### config.mk
export PLATFORM = sky130hd
export DESIGN_NAME = vs_serializer
export DESIGN_NICKNAME = d
export VERILOG_FILES = /design/src/rtl/vs_pkg.sv /design/src/rtl/vs_serializer.sv
export SDC_FILE = /design/constraint.sdc
export NUM_CORES = 1
export LEC_CHECK = 0
export ABC_CLOCK_PERIOD_IN_PS = 1550
export BUFFER_PORTS_ARGS = -buffer_cell sky130_fd_sc_hd__buf_2
export CAP_MARGIN = 20
export CORE_MARGIN = 2
export CORE_UTILIZATION = 49
export DETAILED_ROUTE_END_ITERATION = 16
export PLACE_DENSITY = 0.74
export SETUP_SLACK_MARGIN = 0.1
export SYNTH_ARGS = -nofsm -noshare
export SYNTH_HDL_FRONTEND = slang
export SYNTH_SLANG_ARGS = --single-unit
### constraint.sdc
create_clock -name clk -period 1.55 [get_ports clk]
set_input_delay 0 -clock clk [delete_from_list [all_inputs] [get_ports clk]]
set_output_delay 0 -clock clk [all_outputs]
set_load 0.005 [all_outputs]
### src/rtl/vs_pkg.sv
// rtl/vs_pkg.sv - shared types and handshake helpers for valid/stall (VS) blocks
//
// Purpose: state encoding for the VS serializer and the two handshake
// conditions used on every valid/stall boundary in the VS family.
// Ports: none (package).

package vs_pkg;

   typedef enum logic {
      IDLE  = 1'b0,
      SHIFT = 1'b1
   } vs_ser_state_t;

   // A bit (or word) moves from producer to consumer when it is offered
   // and the consumer is not stalling.
   function automatic logic vs_bit_xfer(input logic i_valid, input logic i_stall);
      return i_valid & ~i_stall;
   endfunction

   // An upstream word is taken when it is offered and we are not stalling it.
   function automatic logic vs_word_accept(input logic i_valid, input logic i_stall);
      return i_valid & ~i_stall;
   endfunction

endpackage

### src/rtl/vs_serializer.sv
// rtl/vs_serializer.sv - parallel-in, serial-out converter with valid/stall handshakes
//
// Purpose: accepts a W-bit word from upstream and emits it one bit per
// downstream transfer, LSB first by default (MSB first when MSB_FIRST=1).
// A new word may be accepted in the same cycle the last bit transfers, so
// back-to-back words stream with no gap.
// Ports:
//   clk       - clock, all state changes on posedge
//   rst       - synchronous active-high reset
//   valid_us  - upstream word valid
//   data_us   - upstream word, sampled only on an accept cycle
//   stall_us  - combinational; upstream word not accepted this cycle
//   valid_ds  - serial bit present on bit_ds
//   bit_ds    - current serial bit
//   last_ds   - high with the final bit of a word
//   stall_ds  - downstream cannot take the bit this cycle

module vs_serializer
   import vs_pkg::*;
#(
   parameter int W         = 8,
   parameter bit MSB_FIRST = 1'b0
) (
   input  logic         clk,
   input  logic         rst,
   input  logic         valid_us,
   input  logic [W-1:0] data_us,
   output logic         stall_us,
   output logic         valid_ds,
   output logic         bit_ds,
   output logic         last_ds,
   input  logic         stall_ds
);

   localparam int            CW       = $clog2(W);
   localparam logic [CW-1:0] LAST_IDX = CW'(W - 1);

   vs_ser_state_t r_state;
   logic [W-1:0]  r_sreg;
   logic [CW-1:0] r_cnt;

   logic w_last;
   logic w_xfer;
   logic w_accept;

   // The shift register always drains from bit 0, so MSB-first order is
   // obtained by reversing the word once at load time.
   function automatic logic [W-1:0] order_word(input logic [W-1:0] i_d);
      logic [W-1:0] v_r;
      v_r = i_d;
      if (MSB_FIRST) begin
         for (int i = 0; i < W; i++) begin
            v_r[i] = i_d[W-1-i];
         end
      end
      return v_r;
   endfunction

   // Explicit compare against W-1 so non-power-of-2 widths never wrap.
   assign w_last   = (r_state == SHIFT) && (r_cnt == LAST_IDX);
   assign valid_ds = (r_state == SHIFT);
   assign bit_ds   = r_sreg[0];          // sreg is held at zero while idle
   assign last_ds  = w_last;

   // Only the final bit's transfer frees the slot for the next word.
   assign stall_us = (r_state == SHIFT) & ~(w_last & ~stall_ds);

   assign w_xfer   = vs_bit_xfer(valid_ds, stall_ds);
   assign w_accept = vs_word_accept(valid_us, stall_us);

   always_ff @(posedge clk) begin
      if (rst) begin
         r_state <= IDLE;
         r_sreg  <= '0;
         r_cnt   <= '0;
      end else if (r_state == IDLE) begin
         if (w_accept) begin
            r_sreg  <= order_word(data_us);
            r_cnt   <= '0;
            r_state <= SHIFT;
         end
      end else if (w_xfer) begin
         if (!w_last) begin
            r_sreg <= {1'b0, r_sreg[W-1:1]};
            r_cnt  <= r_cnt + CW'(1);
         end else if (w_accept) begin
            r_sreg <= order_word(data_us);
            r_cnt  <= '0;
         end else begin
            r_state <= IDLE;
            r_sreg  <= '0;
            r_cnt   <= '0;
         end
      end
   end

endmodule

=== Yosys cells after proc, flatten, opt, wreduce, memory -nomap -nowiden ===
Index checks and enable logic that the tools add are counted.

* Register bits after elaboration: 12
* Bits in latches: 0
* Bits in writable memories: 0
* Memory bits (read-only): 0
* Input bits: 12
* Output and inout bits: 4
* Logic and storage cells: 29
* Memories kept: 0

* Add/subtract/negate cells: 1
* $mul: 0
* Div/mod/pow operators: 0
* Magnitude comparators: 0
* Equal/unequal tests: 2
* Shift operators: 0
* Muxes and demuxes: 13
* Bitwise gates (word level): 7
* Reduce and logical (&&, ||, !) cells: 3

{| class="wikitable"
|+ Operators by type and width
! kind !! number
|-
| 8-bit 2-to-1 mux || 5
|-
| 3-bit 2-to-1 mux || 4
|-
| 1-bit bitwise AND || 4
|-
| 1-bit 2-to-1 mux || 4
|-
| 3-bit by 1-bit adder with 3-bit output, second input constant || 1
|-
| 3-bit equality test, second input constant || 1
|-
| 1-bit NOT || 3
|-
| 2-bit by 1-bit inequality test with 1-bit output, second input constant || 1
|-
| 2-bit AND reduction || 1
|-
| 2-bit nonzero test || 1
|-
| 1-bit logical AND || 1
|}

=== Depth between registers and ports, before layout ===
Gate-level depths: netlist of the first run.

* Depth in word-level cells: 11
* Depth in mapped cells: 6
* Mapped depth without buffers: 5

=== Worst setup path before layout of the first run ===
Ideal clock, no wire load.

* Path kind: reg-to-reg
* Start: register r_cnt[0]
* End: register r_cnt[0]
* Arrival time: 1.315 ns
* Setup slack: 0.170 ns
* Cell stages (with the launch flop): 7
* Buffers on the path: 1
* Period minus slack after synthesis: 1.380 ns
* Path through: dfxtp_1 ha_1 ha_1 buf_4 nor4b_1 a31oi_1 nor2_1

* Cells in the longest elaborated chain, start to end: 9

{| class="wikitable"
|+ Ends and longest elaborated chain
! what !! line !! text
|-
| start: declaration || vs_serializer.sv:40 || <nowiki>logic [CW-1:0] r_cnt;</nowiki>
|-
| start signal: assignment || vs_serializer.sv:85 || <nowiki>r_cnt <= r_cnt + CW'(1);</nowiki>
|-
| 3-bit equality test || vs_serializer.sv:60 || <nowiki>assign w_last = (r_state == SHIFT) && (r_cnt == LAST_IDX);</nowiki>
|-
| 1-bit logical AND || vs_serializer.sv:60 ||
|-
| 1-bit bitwise AND || vs_serializer.sv:66 || <nowiki>assign stall_us = (r_state == SHIFT) & ~(w_last & ~stall_ds);</nowiki>
|-
| 1-bit NOT || vs_serializer.sv:66 ||
|-
| 1-bit bitwise AND || vs_serializer.sv:66 ||
|-
| 1-bit NOT || vs_pkg.sv:22 || <nowiki>return i_valid & ~i_stall;</nowiki>
|-
| 1-bit bitwise AND || vs_pkg.sv:22 ||
|-
| 2-bit nonzero test (no line) || n/a ||
|-
| 2-bit AND reduction (no line) || n/a ||
|}

Parallel ways exist; a longest one is shown, timed or not. The select of a mux whose other input is x is not followed.
A chain may end at the register's enable or synchronous reset.

=== Worst setup path after layout of the first run ===
* Start: register r_cnt[0]
* End: output stall_us

* Cells in the longest elaborated chain, start to end: 5

{| class="wikitable"
|+ Ends and longest elaborated chain
! what !! line !! text
|-
| 3-bit equality test || vs_serializer.sv:60 ||
|-
| 1-bit logical AND || vs_serializer.sv:60 ||
|-
| 1-bit bitwise AND || vs_serializer.sv:66 ||
|-
| 1-bit NOT || vs_serializer.sv:66 ||
|-
| 1-bit bitwise AND || vs_serializer.sv:66 ||
|-
| end: declaration || vs_serializer.sv:28 || <nowiki>output logic stall_us,</nowiki>
|}

Every way passes these cells.

==> summary.txt, run 1 <==
Clock network
  – Total CTS buffers: 3
  – Clock sink count: 12
  – Clk_lat worst skew: ~0.28 ns
  – Clock Path Buffers: 2
  – CTS tree: done
  – Reg clk slew, reported paths: 0.08 ns
  – H-tree lvl count: 1
  – Root Driver: clkbuf_4

Detailed routing
  – ANT nets after route: 0
  – Total Routed Length: ~1500 µm
  – DRC viols: 0
  – Wirelength per Cell: ~14 µm
  – Via count: between 600 and 700
  – DRT iter0 DRCs: 5
  – Pre-Repair DR Iteration Count: 4
  – Average vias per placed instance: about 5.7

Worst setup path
  – FF-to-FF path depth: 6
  – Reg2reg end: r_sreg[5]
  – Worst endpoint data arrival time: about 1.4 ns
  – Worst Path Required: ~1.6 ns
  – R2r startpoint: r_cnt[0]
  – Startpoint class of the critical path: register
  – Critical path class: reg2out
  – Crit path max fanout: 6
  – CP Capture Type: primary output
  – Reg2Reg Setup Slack: 0.18 ns

Logic synthesis
  – Mux cell area share after synthesis: 0
  – Post-Syn Area: around 640 µm²
  – Fraction of registers with async set/reset: 0
  – Yosys warns: 0
  – Cells after Synth: 76
  – Syn avg cell area: between 8 and 9 µm²
  – Top_reg_cell synth: dfxtp_1
  – #FFs+latches synth: 12
  – Largest family of logic cells by synthesized area: simple AND/OR/NAND/NOR gates
  – Post-synthesis sequential area ratio: 0.377
  – Post-synthesis xor/xnor area fraction: 0
  – Post-synth EDFFs: 0
  – Area fraction in compound gates after synthesis: 0.161
  – Syn Nets: 90
  – Simple-gate share of the synthesized area: 0.369
  – Synth unique cells: 21
  – Yosys top cell area share: 0.377
  – Ranking of synthesized cells by area: dfxtp_1 38%, a311oi_1 9.6%, nor2b_1 6.9%, nor4_1 6.9%, nor2_1 6.5%
  – Post-synth top cells: 12 x dfxtp_1, 11 x nor2_1
  – Adder-cell share of the synthesized area: 0.0393
  – Count leader, synth: dfxtp_1
  – Post-synth top area cell: dfxtp_1

Cells and area
  – Post-layout nets: 110
  – Fill cells: 84
  – Core Util, Final: 0.705
  – Diode count: 0
  – Area grow syn2layout: 27.9%
  – Layout cells sized above 1: 0.316

Worst hold path
  – Hold Path Depth: 3
  – Hold WC Path Type: in2reg
  – Hold worst-path end: r_sreg[1]
  – Hold Path Origin: data_us[1]

Die
  – Die Y: 40.1 µm
  – # rows: 12
  – Die area: ~1600 µm²
  – I/O Pins: 16
  – Initial core utilization: 0.551
  – Core area: roughly 1200 µm²
  – Die width: about 40 µm

Placement
  – Number of port buffers: 15
  – RD Place Congestion: 0.804
  – Dpl hpwl: 954 µm
  – Dpl ws: just under 0.08 ns

Pwr
  – Pleak: roughly 0.34 nW
  – Reg power frac: 0.480
  – Internal Power: between 0.5 and 0.6 mW
  – Sw frac: 0.259
  – Clock network power share: 0.356
  – Switching pwr: roughly 0.19 mW
  – PwrDens: 877 nW/µm²
  – Comb power frac: 0.165
  – VDD IR max: 0.447 mV

Global route
  – Pin count of the biggest net entering global routing: 13
  – Initial antenna violation count: 0
  – Overall Global Routing Usage: 0.215
  – Grt total ovfl: 0
  – First-pass GRT wire length: 2210 µm
  – Vias in the first global route: between 500 and 600

STA
  – WHS: 0.00914 ns
  – Final Hold Fails: 0
  – Fmax: 716 MHz
  – Final worst slack: 0.154 ns
  – RSZ-0062 raised after global routing: true
  – Final setup viols: 0
  – Final min period: 1.40 ns
  – Period utilization: 0.901
  – Worst slew pin tran: ~0.44 ns
  – Pins Over Slew Limit: 0
  – Worst relative slew slack: 0.705
  – Skew final: around 0.0076 ns
  – Setup TNS: 0 ns

Status
  – Status: finished, final reports clean

Job
  – Max-cap violations: 0
==> kinds of logic (layout without fill, tap and decap cells) <==
| logic type | after synthesis | in the layout |
|---|---|---|
| AO/OA/AOI/OAI | 13 | 13 |
| adder cells (fa/ha/maj) | 2 | 2 |
| buffers and inverters | 6 | 25 |
| flip-flops | 12 | 12 |
| AND/OR/NAND/NOR | 43 | 43 |
==> routing by layer <==
metal  GRT usage  vias up  part of all wire
met5           0        -                 0
met4      0.0776        0            0.0027
met3       0.100        2             0.056
met2       0.310       20              0.43
met1       0.276      283              0.51
li1            -      321                 -
==> timing repair <==
action	CTS	global route
hold endpoints to repair	0	0
buffers inserted	2	0
hold buffers	0	0
setup endpoints to repair	5	7
gates resized for setup	4	4
pin swaps	0	3
==> worst max-delay path by stage <==
stage,startpoint,end
global placement,r_cnt[0],r_sreg[5]
finish,r_cnt[0],stall_us
floorplan,r_cnt[0],r_cnt[0]
global route,r_cnt[0],stall_us
CTS,r_cnt[0],stall_us
detailed placement,r_cnt[0],r_sreg[5]
==> critical path, cell delays in order (launching register included) <==
cell	delay, ns
dfxtp_4	0.36
ha_4	0.16
ha_4	0.16
buf_4	0.16
nand2b_4	0.07
and2_1	0.11
buf_2	0.10
==> final cells by class <==
| type | count | area [µm²] | share of cell area |
|---|---|---|---|
| Multi-Input combinational cell | 58 | 395 | 0.485 |
| Clock buffer | 4 | 36.3 | 0.0445 |
| Tap cell | 14 | 17.5 | 0.0215 |
| Sequential cell | 12 | 245 | 0.301 |
| Timing Repair Buffer | 21 | 120 | 0.147 |
==> registers in the layout (all words and copies together) (netlist names) <==
register  count
r_sreg        8
valid_ds      1
r_cnt         3
==> placed cells by master, fill, tap and decap left out, drive strengths merged <==
| cell type | netlist | routed |
|---|---|---|
| buf | 5 | 21 |
| dfxtp | 12 | 12 |
| nor2 | 11 | 11 |
| nor2b | 7 | 7 |
| a311oi | 7 | 7 |
| nor3 | 7 | 7 |
| nor4 | 7 | 7 |
| clkbuf | 1 | 4 |
| nand2b | 3 | 3 |
| and2 | 2 | 2 |
| and2b | 2 | 2 |
| a32oi | 2 | 2 |
| a21oi | 2 | 2 |
| ha | 2 | 2 |
| nor3b | 1 | 1 |
| nor4b | 1 | 1 |
| a31oi | 1 | 1 |
| nand3 | 1 | 1 |
| nand2 | 1 | 1 |
| a21o | 1 | 1 |
==> stage by stage <==
step | power [mW] | instances | instance area (µm²)
2_1_floorplan | 0.425 | 76 | 637
3_3_place_gp | 0.463 | 103 | 726
4_1_cts | 0.718 | 109 | 793
3_5_place_dp | 0.463 | 103 | 726
5_1_grt | 0.746 | 109 | 815
6_report | 0.714 | 109 | 815
==> power by group through the flow <==
stage	sequential, mW	combinational [mW]	clock (mW)
4_1_cts	0.342	0.115	0.260
5_1_grt	0.344	0.131	0.270
6_report	0.343	0.118	0.254
2_1_floorplan	0.348	0.0773	0
3_3_place_gp	0.349	0.114	0
3_5_place_dp	0.349	0.114	0
No activity file was read; power rests on OpenSTA's default activity.
==> inputs of run 2 (changes only) <==
Settings changed: GPL_TIMING_DRIVEN from default to 0.
==> run 2 against run 1 <==
  * Core utilization decreased by 1.2 points
  * Flip-flop and latch count unchanged
  * Register-to-register slack about the same
  * Wire length increased by 4.6%
  * Highest routed layer unchanged
  * Sequential share of layout area about the same
  * Hold slack got worse by 0.00076 ns
  * Setup slack improved by 0.015 ns
  * Final area decreased by 1.7%
  * Clock power about the same
  * Critical endpoint is now last_ds
  * Count of clock-buffer cells in the layout unchanged
  * Sequential power about the same
==> summary.txt, run 2 (same netlist as run 1, synthesis figures left out) <==
Status
  – Status: finished, final reports clean

Cells and area
  – Commonest non-fill, non-tap cells in the layout: 18 x buf_2, 11 x nor2_1, 11 x dfxtp_1
  – Area grow syn2layout: 25.7%
  – Max reg flops: 8
  – Diode count: 0
  – Most common cell after layout, fill and taps aside: buf_2
  – Fill cells: 98
  – Core Util, Final: 0.693
  – Post-layout nets: 111
  – Reg with most FFs: r_sreg
  – Layout cells sized above 1: 0.292

Worst setup path
  – FF-to-FF path depth: 6
  – Startpoint class of the critical path: register
  – R2r startpoint: r_cnt[0]
  – Setup crit end: last_ds
  – Worst Path Required: roughly 1.6 ns
  – CP Capture Type: primary output
  – Worst endpoint data arrival time: 1.38 ns
  – Reg2reg end: r_cnt[0]
  – Reg2Reg Setup Slack: 0.19 ns
  – Crit path max fanout: 10
  – Critical path class: reg2out
  – Crit path from: r_cnt[0]

Pwr
  – Switching pwr: about 0.19 mW
  – PwrDens: between 800 and 900 nW/µm²
  – Reg power frac: 0.478
  – Pleak: 0.334 nW
  – Total power: ~0.7 mW
  – Comb power frac: 0.168
  – Sw frac: 0.259
  – VDD IR max: about 0.72 mV
  – Clock network power share: 0.354
  – Internal Power: 0.532 mW

Global route
  – GRT met2 Usage: 0.375
  – Initial antenna violation count: 0
  – Met1 usage: 0.272
  – Pin count of the biggest net entering global routing: 12
  – Overall Global Routing Usage: 0.232
  – M3 GR Usage: 0.100
  – Grt total ovfl: 0
  – First-pass GRT wire length: around 2400 µm
  – Global-route layer with the greatest usage: met2
  – Vias in the first global route: between 500 and 600

Die
  – Core area: ~1200 µm²
  – Die area: 1600 µm²
  – I/O Pins: 16
  – Initial core utilization: 0.551
  – Die Y: between 40 and 50 µm
  – # rows: 12
  – Die width: between 40 and 50 µm

Detailed routing
  – DRC viols: 0
  – Via count: 660
  – Wirelength per Cell: ~14 µm
  – DRT iter0 DRCs: 27
  – Average vias per placed instance: ~6
  – ANT nets after route: 0
  – Pre-Repair DR Iteration Count: 5
  – Total Routed Length: between 1500 and 2000 µm

Clock network
  – CTS tree: done
  – H-tree lvl count: 1
  – Root Driver: clkbuf_4
  – Clk_lat worst skew: approximately 0.28 ns
  – Post-CTS setup buffers: 0
  – Clock sink count: 12
  – Total CTS buffers: 3
  – Clock Path Buffers: 2
  – Reg clk slew, reported paths: roughly 0.090 ns

STA
  – Fmax: between 700 and 800 MHz
  – RSZ-0062 raised after global routing: true
  – Skew final: 0.0188 ns
  – Final Hold Fails: 0
  – Final setup viols: 0
  – Worst slew pin tran: between 0.4 and 0.5 ns
  – WHS: 0.00839 ns
  – Period utilization: 0.891
  – Worst relative slew slack: 0.671
  – Pins Over Slew Limit: 0
  – Final worst slack: 0.169 ns
  – Final min period: between 1 and 1.5 ns

Worst hold path
  – Hold WC Path Type: in2reg

Placement
  – Number of port buffers: 15
  – Dpl ws: -0.0108 ns
  – RD Place Congestion: roughly 0.73
  – Dpl hpwl: 1010 µm

Job
  – Max-cap violations: 0
## run 2: power groups by stage
stage	Sequential, mW	Combinational [mW]	Clock, mW
global route	0.346	0.136	0.276
global placement	0.350	0.114	0
floorplan	0.348	0.0773	0
detailed placement	0.350	0.117	0
finish	0.344	0.121	0.254
CTS	0.343	0.119	0.260
## run 2: worst max-delay path, stage by stage, from the launching register on
cell and delay (ns):
dfxtp_2 0.33, ha_2 0.19, ha_4 0.19, buf_6 0.15, and2_1 0.13, buf_2 0.12
## run 2: what timing repair did
| item | CTS | global route |
|---|---|---|
| hold endpoints to repair | 2 | 0 |
| hold buffers | 1 | 0 |
| pin swaps | 0 | 2 |
| endpoints found under the setup margin | 12 | 12 |
| gates resized for setup | 3 | 3 |
## run 2: how the worst min path moves through the flow
stage,from,endpoint,slack (ns),depth (start not counted)
after floorplan,rst,r_sreg[0],0.08,1
after global placement,rst,r_sreg[0],0.20,2
after detailed placement,rst,r_sreg[6],0.21,2
after CTS,data_us[2],r_sreg[2],0.001,3
after global routing,data_us[0],r_sreg[0],0.01,3
final,data_us[2],r_sreg[2],0.008,3
## run 2: cell type report
type	count	area (µm²)	share of cell area
Multi-Input combinational cell	58	383	0.478
Buffer	6	37.5	0.0469
Tap cell	14	17.5	0.0219
Timing Repair Buffer	16	85.1	0.106
Sequential cell	12	241	0.302
Clock buffer	4	36.3	0.0453
## run 2: through the flow
step	cell area (µm²)	instances	TNS, ns
2_1_floorplan	637	76	0
3_3_place_gp	729	105	0
3_5_place_dp	729	105	-0.0110
4_1_cts	791	110	0
5_1_grt	801	110	0
6_report	801	110	0
## run 2: metal layers
metal,vias up,share of wire
li1,324,-
met1,300,0.43
met2,34,0.47
met3,2,0.097
met4,0,0.0045
met5,-,0
